--- src/rtl/inst_fetch_queue.sv ---
// inst_fetch_queue: PC owner, ROM fetch driver and small decode-side FIFO with redirect/flush.
// Optional macro FETCH_ALIGN_CHECK_EN enables misaligned-redirect detection (misalign_o).
`default_nettype none

module inst_fetch_queue #(
  parameter int          FIFO_DEPTH = 4,
  parameter logic [31:0] RESET_PC   = 32'h0000_0000
) (
  input  logic        clk,
  input  logic        rst,
  output logic        rom_ce_o,
  output logic [31:0] rom_addr_o,
  input  logic [31:0] rom_inst_i,
  output logic        id_valid_o,
  input  logic        id_ready_i,
  output logic [31:0] id_pc_o,
  output logic [31:0] id_inst_o,
  input  logic        branch_flag_i,
  input  logic [31:0] branch_target_i,
  input  logic        flush_i,
  input  logic [31:0] new_pc_i,
  output logic        misalign_o
);

  localparam int AW = (FIFO_DEPTH > 1) ? $clog2(FIFO_DEPTH) : 1;
  localparam int CW = $clog2(FIFO_DEPTH + 1);

  typedef enum logic [0:0] {
    IDLE  = 1'b0,
    FETCH = 1'b1
  } state_e;

  state_e          state_q;
  logic [31:0]     pc_q, pc_d;
  logic [CW-1:0]   count_q, count_d;
  logic [AW-1:0]   wr_q, wr_d, rd_q, rd_d;
  logic            misalign_q, misalign_d;
  logic [31:0]     pc_mem_q   [FIFO_DEPTH];
  logic [31:0]     inst_mem_q [FIFO_DEPTH];

  logic            redirect, pop, push, fetch_ok;
  logic [31:0]     target;

  assign redirect = flush_i || branch_flag_i;
  assign target   = flush_i ? new_pc_i : branch_target_i;

`ifdef FETCH_ALIGN_CHECK_EN
  assign fetch_ok   = !misalign_q;
  assign misalign_d = redirect ? (target[1:0] != 2'b00) : misalign_q;
`else
  assign fetch_ok   = 1'b1;
  assign misalign_d = 1'b0;
`endif

  assign id_valid_o = (count_q != '0);
  assign pop        = id_valid_o && id_ready_i;
  assign rom_ce_o   = (state_q == FETCH) && !redirect && fetch_ok &&
                      ((count_q < CW'(FIFO_DEPTH)) || pop);
  assign push       = rom_ce_o;
  assign rom_addr_o = pc_q;
  assign misalign_o = misalign_q;
  assign id_pc_o    = id_valid_o ? pc_mem_q[rd_q]   : 32'h0;
  assign id_inst_o  = id_valid_o ? inst_mem_q[rd_q] : 32'h0;

  // A redirect discards the whole queue, so any same-cycle pop is irrelevant.
  always_comb begin
    pc_d    = pc_q;
    count_d = count_q;
    wr_d    = wr_q;
    rd_d    = rd_q;
    if (redirect) begin
      pc_d    = target & ~32'h3;
      count_d = '0;
      wr_d    = '0;
      rd_d    = '0;
    end else begin
      if (push) begin
        pc_d = pc_q + 32'd4;
        wr_d = wr_q + AW'(1);
      end
      if (pop) begin
        rd_d = rd_q + AW'(1);
      end
      count_d = count_q + CW'(push) - CW'(pop);
    end
  end

  always_ff @(posedge clk or posedge rst) begin
    if (rst) begin
      state_q    <= IDLE;
      pc_q       <= RESET_PC;
      count_q    <= '0;
      wr_q       <= '0;
      rd_q       <= '0;
      misalign_q <= 1'b0;
    end else begin
      state_q    <= FETCH;
      pc_q       <= pc_d;
      count_q    <= count_d;
      wr_q       <= wr_d;
      rd_q       <= rd_d;
      misalign_q <= misalign_d;
    end
  end

  // Storage needs no reset: entries are only visible while count is non-zero.
  always_ff @(posedge clk) begin
    if (push) begin
      pc_mem_q[wr_q]   <= pc_q;
      inst_mem_q[wr_q] <= rom_inst_i;
    end
  end

endmodule

`default_nettype wire

--- config.mk ---
export PLATFORM = sky130hd
export DESIGN_NAME = inst_fetch_queue
export DESIGN_NICKNAME = d
export VERILOG_FILES = /design/src/rtl/inst_fetch_queue.sv
export SDC_FILE = /design/constraint.sdc
export NUM_CORES = 1
export LEC_CHECK = 0
export ABC_AREA = 1
export CORE_UTILIZATION = 55
export CTS_CLUSTER_SIZE = 10
export DETAILED_ROUTE_END_ITERATION = 7
export GPL_TIMING_DRIVEN = 0
export PLACE_DENSITY_LB_ADDON = 0.08
export SYNTH_ARGS = -nofsm -noshare
export SYNTH_HDL_FRONTEND = slang
export SYNTH_SLANG_ARGS = --single-unit
export TNS_END_PERCENT = 10
--- constraint.sdc ---
create_clock -name clk -period 12.89 [get_ports clk]
set_clock_uncertainty 0.05 [all_clocks]
set_input_delay 1.9335 -clock clk [delete_from_list [all_inputs] [get_ports clk]]
set_output_delay 1.9335 -clock clk [all_outputs]
set_load 0.05 [all_outputs]
==> reports/qor.yml, run 1 <==
synth_area_sq_um: 12700
seq_area_frac_synth_pct: 66.2
grt_setup_unrepaired: "no"
path_clk_slew_ps: 50
grt_start_max_net_pins: 39
routedWlPerCell_um: 17.7
synth-edff-count: 248
die_w_um: 154
crit_type: "in2out"
drv_slew: 0
dpl_cell_area_sq_um: 15200
clock_sink_count: 286
cts_setup_buffers: 0
post-route-util_pct: 71.4
ys_seq_elements: 286
clock_latency_ps: 500
hpwlAfterDp_mm: 20.4
grt_pass1_wl_mm: 47.8
whs_ps: 601
cts-resized-gates: 0
area_growth_pct: 27.3
synthFlopType: "edfxtp_1"
power.density_nw_per_um2: 137
worstMarginPinSlew_ps: 860
track_usage_pct: 26.8
cts-root-buf: "clkbuf_16"
drtPass1Iterations: 5
ys_warn_count: 0
cts_buffers: 34
p_leak_uw: 0.00597
power_switching_uw: 555
antenna_left: 0
synthArstFlopShare_pct: 13.3
grt_antenna_before_repair: 0
dieArea_sq_um: 23700
grt_overflow_total: 0
htreeDepth: 2
critPathCaptureType: "output port"
avgSynthCellArea_sq_um: 10.5
vias: 9443
ir_drop_uv: 85.1
hold_viol: 0
cts_tree: "done"
rows: 55
post-route-min-period_ps: 5810
io_pins: 200
final_nets: 1557
place_congestion: 0.876
worstPathMaxFanout: 9
max-cap-violations: 0
post-route-period-util_pct: 45.1
layout_commonest_cell: "nor2_1"
setup_viol: 0
drt-total-wl_mm: 31.1
drt_iter0_markers: 687
outcome: "finished, final reports clean"
seqCellArea_sq_um: 8400
start_util_pct: 56.0
p_seq_share_pct: 48.5
drive_above_1_share_pct: 8.92
place_inst: 1697
n_fill_cell: 1617
numPortBuffers: 189
p_sw_share_pct: 25.1
fin_cells: 1753
hp-class: "reg2reg"
relSlewSlack_pct: 42.5
n_antenna_cell: 0
cts-hold-fix-buffers: 0
viasPerCell: 5.39
core_area_sq_um: 22600
fmax_ghz: 0.172
grt_pass1_vias: 8910
cp-start-kind: "input pin"
synthCells: 1211
postLayoutCellArea_sq_um: 16200
worstPathRequired_ps: 10910
combPwrFrac_pct: 12.8
drc: 0
die_y_um: 154
intPower_uw: 1660
synth_cell_types: 42
tns_ps: 0
clockBufferDepth: 3
cp_data_arrival_time_ps: 3820
mostFrequentLayoutCells: "312 x nor2_1, 248 x edfxtp_1, 189 x clkdlybuf4s50_1, 154 x nand2_1, 138 x o21ai_0"
multi_input_area_sq_um: 3810
clockPowerShare_pct: 38.7
flip-flops by register name, summed over array words and instances, names as in the netlist:
| register | cells |
|---|---|
| rd_q | 2 |
| rom_addr_o | 30 |
| state_q | 1 |
| count_q | 3 |
| wr_q | 2 |
| inst_mem_q | 128 |
| pc_mem_q | 120 |
critical path, cell delays in order:
cell	delay, ps
clkdlybuf4s50_1	490
nor2_8	200
inv_4	90
nor2_8	240
clkdlybuf4s50_1	860
power by group through the flow:
stage                     combinational (uW)  clock (uW)  sequential [uW]
after floorplan                          134           0             1120
after global placement                   278           0             1090
after detailed placement                 282           0             1090
after CTS                                284         865             1070
after global routing                     302         902             1080
final                                    283         857             1070
cell type report:
cell class	instances	area share [%]
sequential	286	52.0
multi-input combinational	816	23.6
timing repair buffer	197	12.8
clock buffer	56	6.17
tap	285	2.21
buffer	68	2.16
inverter	45	1.06
synth_stat cells, types with 2 or more instances:
library cell	instances	area, sq um
a211oi_1	7	52.6
a21oi_1	80	400
a21oi_2	3	26.3
and2_1	3	18.8
buf_1	6	22.5
buf_2	22	110
buf_4	7	52.6
buf_6	3	33.8
clkbuf_1	23	86.3
clkbuf_2	6	30.0
conb_1	2	7.51
dfrtp_1	38	951
edfxtp_1	248	7450
ha_1	7	87.6
inv_1	38	143
inv_2	5	18.8
nand2_1	154	578
nand2_2	7	43.8
nand2_4	4	45.0
nand3_1	39	195
nand3b_1	3	22.5
nand4_1	8	50.1
nor2_1	316	1190
nor2_2	8	50.1
nor2_4	9	101
nor2_8	3	60.1
nor3_1	7	35.0
nor4_1	3	18.8
o211ai_1	2	15.0
o21ai_0	138	691
metrics by stage:
stage	total power (uW)	setup WS [ps]
detailed placement	1370	7090
global route	2280	7040
CTS	2220	7080
floorplan	1250	6870
finish	2210	7080
global placement	1370	4400
cells by family after synthesis:
group / synth area share, %
buffers and inverters: 4.10
xor gates and xnor gates: 0.0690
AOI/OAI and AO/OA: 9.58
and+or+nand+nor: 19.2
other: 0.0592
adders and majority gates: 0.848
DFF: 66.2
path summary, 6_finish.rpt:
kind	start	to	slack (ps)	cells after the start
min	count_q[2]	count_q[2]	600	2
max	branch_flag_i	rom_ce_o	7080	5
min in group asynchronous	rst	wr_q[1]	1870	2
max in group asynchronous	rst	rd_q[1]	10380	2
max reg2reg	count_q[2]	inst_mem_q[2][25]	10190	8
min reg2reg	count_q[2]	count_q[2]	600	2
layer usage:
metal | GRT usage [%] | part of all wire, %
met5 | 0 | 0
met2 | 42.8 | 47
met1 | 37.2 | 43
met4 | 10.1 | 2.6
met3 | 4.28 | 7.5
(Power assumes the default switching activity.)
==> inputs of run 2 (changes only) <==
--- a/config.mk
+++ b/config.mk
@@ -6,7 +6,7 @@
 export NUM_CORES = 1
 export LEC_CHECK = 0
 export ABC_AREA = 1
-export CORE_UTILIZATION = 55
+export CORE_UTILIZATION = 49
 export CTS_CLUSTER_SIZE = 10
 export DETAILED_ROUTE_END_ITERATION = 7
 export GPL_TIMING_DRIVEN = 0
==> constraint.sdc (replaced) <==
create_clock -name clk -period 5.3 [get_ports clk]
set_clock_uncertainty 0.05 [all_clocks]
set_input_delay 0.795 -clock clk [delete_from_list [all_inputs] [get_ports clk]]
set_output_delay 0.795 -clock clk [all_outputs]
set_load 0.05 [all_outputs]
==> run 2 against run 1 <==
  * Via count up 0.76%
  * Clock power is 140% higher
  * Clock-buffer cell count is 5 lower
  * Global-route usage shrank 1.7 points
  * Largest power group unchanged
  * Worst hold slack worse by 6.7 ps
  * Highest routed layer unchanged
  * Die area grew 12%
==> reports/qor.yml, run 2 (synthesis results as in run 1) <==
clock_sink_count: 286  # unchanged
path_cells: "buf_2 -> inv_2 -> buf_2 -> clkbuf_2 -> o21ai_0 -> a21oi_1 -> clkdlybuf4s50_1"
grt_overflow_total: 0  # unchanged
outcome: "finished, final reports clean"
hpwlAfterDp_mm: 21.5  # +5.7%
p_sw_share_pct: 25.3  # +0.21 points
crit_top_cell: "buf_2"
place_congestion: 0.860  # -1.8%
holdPathEnd: "wr_q[1]"
dieArea_sq_um: 26500  # +12%
grt_antenna_before_repair: 0  # unchanged
post-route-period-util_pct: 74.6
worstMarginPinSlew_ps: 886  # +26.1 ps
slowest_stage: "clkdlybuf4s50_1"
routedWlPerCell_um: 18.0  # +1.6%
largest_reg_flops: 128  # unchanged
drtPass1Iterations: 7  # +2
drt-total-wl_mm: 32.3  # +3.9%
die_w_um: 163  # +5.9%
drive_above_1_share_pct: 8.95  # +0.030 points
power.density_nw_per_um2: 332  # +140%
drt_iter0_markers: 578  # -16%
final_nets: 1557  # unchanged
layout_commonest_cell: "nor2_1"
die_y_um: 163  # +5.9%
slowest_delay_ps: 880  # +20 ps
max-cap-violations: 0  # unchanged
min_from: "wr_q[1]"
setup_slack_ps: 1340  # -5740 ps
core_area_sq_um: 25300  # +12%
cts-hold-fix-buffers: 0  # unchanged
drc: 0  # unchanged
combPwrFrac_pct: 12.8  # about the same
ff2ff_path_depth: 8  # unchanged
n_fill_cell: 2034  # +26%
p_leak_uw: 0.00596  # -0.15%
cts_buffers: 34  # unchanged
tns_ps: 0  # unchanged
rows: 58  # +5.5%
power_switching_uw: 1360  # +140%
cts-root-buf: "clkbuf_16"
worstPathMaxFanout: 10  # +1
p_seq_share_pct: 48.5  # about the same
r2r_end: "inst_mem_q[1][29]"
worstPathRequired_ps: 4450  # -6460 ps
start_util_pct: 50.1  # -5.9 points
htreeDepth: 2  # unchanged
grt_setup_unrepaired: "no"
crit_type: "reg2out"
reg2reg_slack_ps: 2660  # -7530 ps
clock_latency_ps: 500  # about the same
track_usage_pct: 25.1  # -1.7 points
grt_start_max_net_pins: 39  # unchanged
r2r-start: "count_q[2]"
regMostFlops: "inst_mem_q"
relSlewSlack_pct: 40.8  # -1.7 points
cts-resized-gates: 0  # unchanged
post-route-min-period_ps: 3960
numPortBuffers: 189  # unchanged
finalPower_uw: 5380  # +140%
grt_pass1_wl_mm: 50.3  # +5.1%
clockPowerShare_pct: 38.6  # about the same
cp_data_arrival_time_ps: 3110  # -710 ps
fmax_ghz: 0.253
intPower_uw: 4020  # +140%
io_pins: 200  # unchanged
setup_viol: 0  # unchanged
cts_setup_buffers: 0  # unchanged
cp-start-kind: "flip-flop"
ir_drop_uv: 211  # +150%
mostFrequentLayoutCells: "312 x nor2_1, 248 x edfxtp_1, 189 x clkdlybuf4s50_1, 154 x nand2_1, 138 x o21ai_0"
hp-class: "reg2reg"
area_growth_pct: 27.6
vias: 9515  # +0.76%
viasPerCell: 5.31  # -1.5%
holdPathStages: 2  # unchanged
antenna_left: 0  # unchanged
grt_pass1_vias: 9060  # +1.7%
critPathCaptureType: "output port"
clockBufferDepth: 3  # unchanged
drv_slew: 0  # unchanged
cts_tree: "done"
hold_viol: 0  # unchanged
n_antenna_cell: 0  # unchanged
path_clk_slew_ps: 50  # about the same
preCtsSetupSlack_ps: 1610  # -5480 ps
-- run 2: cell types whose count changed in the layout (fill, tap and decap cells not counted) --
cell and delta:
buf_12 +1, buf_16 -1, clkbuf_1 -5
-- run 2: power by group through the flow --
stage	Clock (uW)	Combinational [uW]	Sequential (uW)
2_1_floorplan	0	325	2720
3_3_place_gp	0	679	2650
3_5_place_dp	0	691	2650
4_1_cts	2100	694	2610
5_1_grt	2180	741	2620
6_report	2080	690	2610
-- run 2: area by class of cell --
type / instances / area, sq um / area share, %
clock buffers: 51 / 978 / 6.05
multi-input cells: 816 / 3810 / 23.6
inverters: 45 / 171 / 1.06
plain buffers: 68 / 349 / 2.16
flip-flops and latches: 286 / 8400 / 51.9
well taps: 330 / 413 / 2.55
repair buffers: 197 / 2060 / 12.7
-- run 2: worst max-delay path by stage --
stage                        from                 to  slack (ps)  cells after the start
floorplan                 flush_i   inst_mem_q[0][0]         420                      7
global placement    branch_flag_i  inst_mem_q[3][26]       -2160                      7
detailed placement  branch_flag_i  inst_mem_q[1][29]        1610                      9
CTS                       rd_q[0]        id_pc_o[16]        1320                      7
global route              rd_q[0]        id_pc_o[16]        1260                      7
finish                    rd_q[0]        id_pc_o[16]        1340                      7
-- run 2: per-layer routing --
metal  global-route usage [%]  routed length (um)
met1                     34.1               14000
met2                     40.5               15200
met3                     4.76                2300
met4                     8.33                 816
met5                        0                   0
-- run 2: metrics by stage --
stage	hold slack [ps]	area (sq um)	util, %	std cells
2_1_floorplan	530	12700	-	1215
3_3_place_gp	560	15000	59.3	1734
3_5_place_dp	581	15200	60.0	1742
4_1_cts	596	16200	63.9	1793
5_1_grt	626	16200	63.9	1793
6_report	594	16200	63.9	1793
-- run 2: worst max-delay path, delay by kind of cell (launching register included) --
family	cells	cell delay, ps
compound gates	2	440
buf+inv	5	1810
flops	1	370
==> inputs of run 3 (changes only) <==
==> constraint.sdc (replaced) <==
create_clock -name clk -period 3.2 [get_ports clk]
set_clock_uncertainty 0.05 [all_clocks]
set_input_delay 0.48 -clock clk [delete_from_list [all_inputs] [get_ports clk]]
set_output_delay 0.48 -clock clk [all_outputs]
set_load 0.05 [all_outputs]
==> run 3 against run 2 <==
  * First-iteration DRC count up 38%
  * Sequential share of layout area up 0.61 points
  * Worst hold slack worse by 180 ps
  * Via count down 0.69%
  * Die area unchanged
  * Flip-flop and latch count unchanged
  * Critical path type unchanged
  * Largest power group unchanged
  * Highest routed layer unchanged
==> reports/qor.yml, run 3 (synthesis results as in run 1) <==
drc: 0  # unchanged
p_leak_uw: 0.00604  # +1.3%
clockBufferDepth: 3  # unchanged
track_usage_pct: 25.4  # +0.37 points
worstMarginPinSlew_ps: 910  # +23.8 ps
cp-start-kind: "flip-flop"
io_pins: 200  # unchanged
power.density_nw_per_um2: 555  # +67%
hp-class: "in2reg"
cp_data_arrival_time_ps: 2560  # -550 ps
drt-total-wl_mm: 32.8  # +1.6%
crit_type: "reg2out"
r2r-start: "count_q[2]"
grt_pass1_wl_mm: 51.0  # +1.4%
r2r_end: "inst_mem_q[3][28]"
dieArea_sq_um: 26500  # unchanged
place_congestion: 0.882  # +2.5%
max-cap-violations: 0  # unchanged
regMostFlops: "inst_mem_q"
fin_cells: 1792  # -0.056%
cts-resized-gates: 110  # +110
grt_setup_unrepaired: "no"
numPortBuffers: 189  # unchanged
hold_viol: 0  # unchanged
clock_sink_count: 286  # unchanged
clock_latency_ps: 500  # about the same
die_w_um: 163  # unchanged
cts_tree: "done"
setup_slack_ps: 108  # -1240 ps
post-route-min-period_ps: 3090
cp-endpoint: "id_pc_o[17]"
viasPerCell: 5.27  # -0.64%
reg2reg_slack_ps: 490  # -2170 ps
drive_above_1_share_pct: 13.3  # +4.4 points
htreeDepth: 2  # unchanged
antenna_left: 0  # unchanged
worstPathRequired_ps: 2670  # -1780 ps
postLayoutCellArea_sq_um: 16000  # -1.2%
fmax_ghz: 0.323
grt_overflow_total: 0  # unchanged
worstPathMaxFanout: 10  # unchanged
drv_slew: 0  # unchanged
ir_drop_uv: 279  # +32%
final_nets: 1558  # +0.064%
setup_viol: 0  # unchanged
grt_antenna_before_repair: 0  # unchanged
preCtsSetupSlack_ps: -248  # -1860 ps
mostFrequentLayoutCells: "312 x nor2_1, 248 x edfxtp_1, 154 x nand2_1, 138 x o21ai_0, 127 x clkdlybuf4s50_1"
grt_start_max_net_pins: 39  # unchanged
drt_iter0_markers: 795  # +38%
outcome: "finished, final reports clean"
area_growth_pct: 26.1
hpwlAfterDp_mm: 21.6  # +0.23%
routedWlPerCell_um: 18.3  # +1.6%
dpl_cell_area_sq_um: 15200  # +0.23%
start_util_pct: 50.1  # unchanged
n_antenna_cell: 0  # unchanged
core_area_sq_um: 25300  # unchanged
rows: 58  # unchanged
die_y_um: 163  # unchanged
ff2ff_path_depth: 8  # unchanged
place_inst: 1743  # +0.057%
tns_ps: 0  # unchanged
drtPass1Iterations: 5  # -2
path_clk_slew_ps: 60  # about the same
cts-root-buf: "clkbuf_16"
critPathCaptureType: "output port"
vias: 9449  # -0.69%
cts_buffers: 34  # unchanged
finalPower_uw: 8880  # +65%
relSlewSlack_pct: 39.3  # -1.5 points
cts_setup_buffers: 0  # unchanged
layout_commonest_cell: "nor2_1"
largest_reg_flops: 128  # unchanged
grt_pass1_vias: 9235  # +1.9%
post-route-period-util_pct: 96.6
crit_start: "rd_q[0]"
cts-hold-fix-buffers: 0  # unchanged
run 3: changes by cell type in the layout (fill, tap and decap cells not counted):
cell	previous run	this run
clkinv_2	0	1
a21oi_2	3	4
clkbuf_2	6	46
buf_12	7	6
clkbuf_1	37	34
clkdlybuf4s15_2	0	13
clkdlybuf4s50_1	189	127
buf_16	1	3
clkdlybuf4s18_2	0	1
dlygate4sd2_1	0	1
a21oi_1	80	79
buf_2	22	29
run 3: layer usage:
metal	part of all wire, %	GRT usage (%)
met5	0	0
met3	7.3	4.99
met2	47	41.4
met4	2.7	8.11
met1	43	34.4
run 3: cell type report:
type | count | area [sq um]
fill | 2007 | 9330
inverter | 45 | 171
tap | 330 | 413
sequential | 286 | 8400
timing repair buffer | 198 | 1870
clock inverter | 1 | 5.00
multi-input combinational | 816 | 3820
buffer | 68 | 349
clock buffer | 48 | 967
run 3: report_power, final:
part,internal [uW],total (uW),leakage (uW),switching (uW)
clock,2070,3440,0.000473,1370
sequential,4180,4320,0.00269,147
combinational,359,1110,0.00287,750
run 3: how the worst min path moves through the flow:
stage | slack (ps) | end | startpoint | cells past startpoint
floorplan | 530 | inst_mem_q[0][0] | rom_inst_i[0] | 0
global route | 470 | rom_addr_o[4] | flush_i | 5
finish | 420 | rom_addr_o[6] | flush_i | 4
global placement | 560 | wr_q[1] | wr_q[1] | 2
detailed placement | 570 | pc_mem_q[0][8] | rom_addr_o[8] | 0
CTS | 400 | rom_addr_o[30] | flush_i | 5
run 3: critical path, cell delays in order (launching register included):
cell,delay [ps]
dfrtp_1,360
buf_2,190
inv_2,160
buf_2,260
clkbuf_2,280
o21ai_0,150
a21oi_1,220
clkdlybuf4s15_2,440
run 3: per-stage QoR:
stage / util, % / hold slack [ps]
after global routing: 63.2 / 466
final: 63.2 / 416
after floorplan: - / 529
after CTS: 63.9 / 398
after detailed placement: 60.2 / 571
after global placement: 59.3 / 563
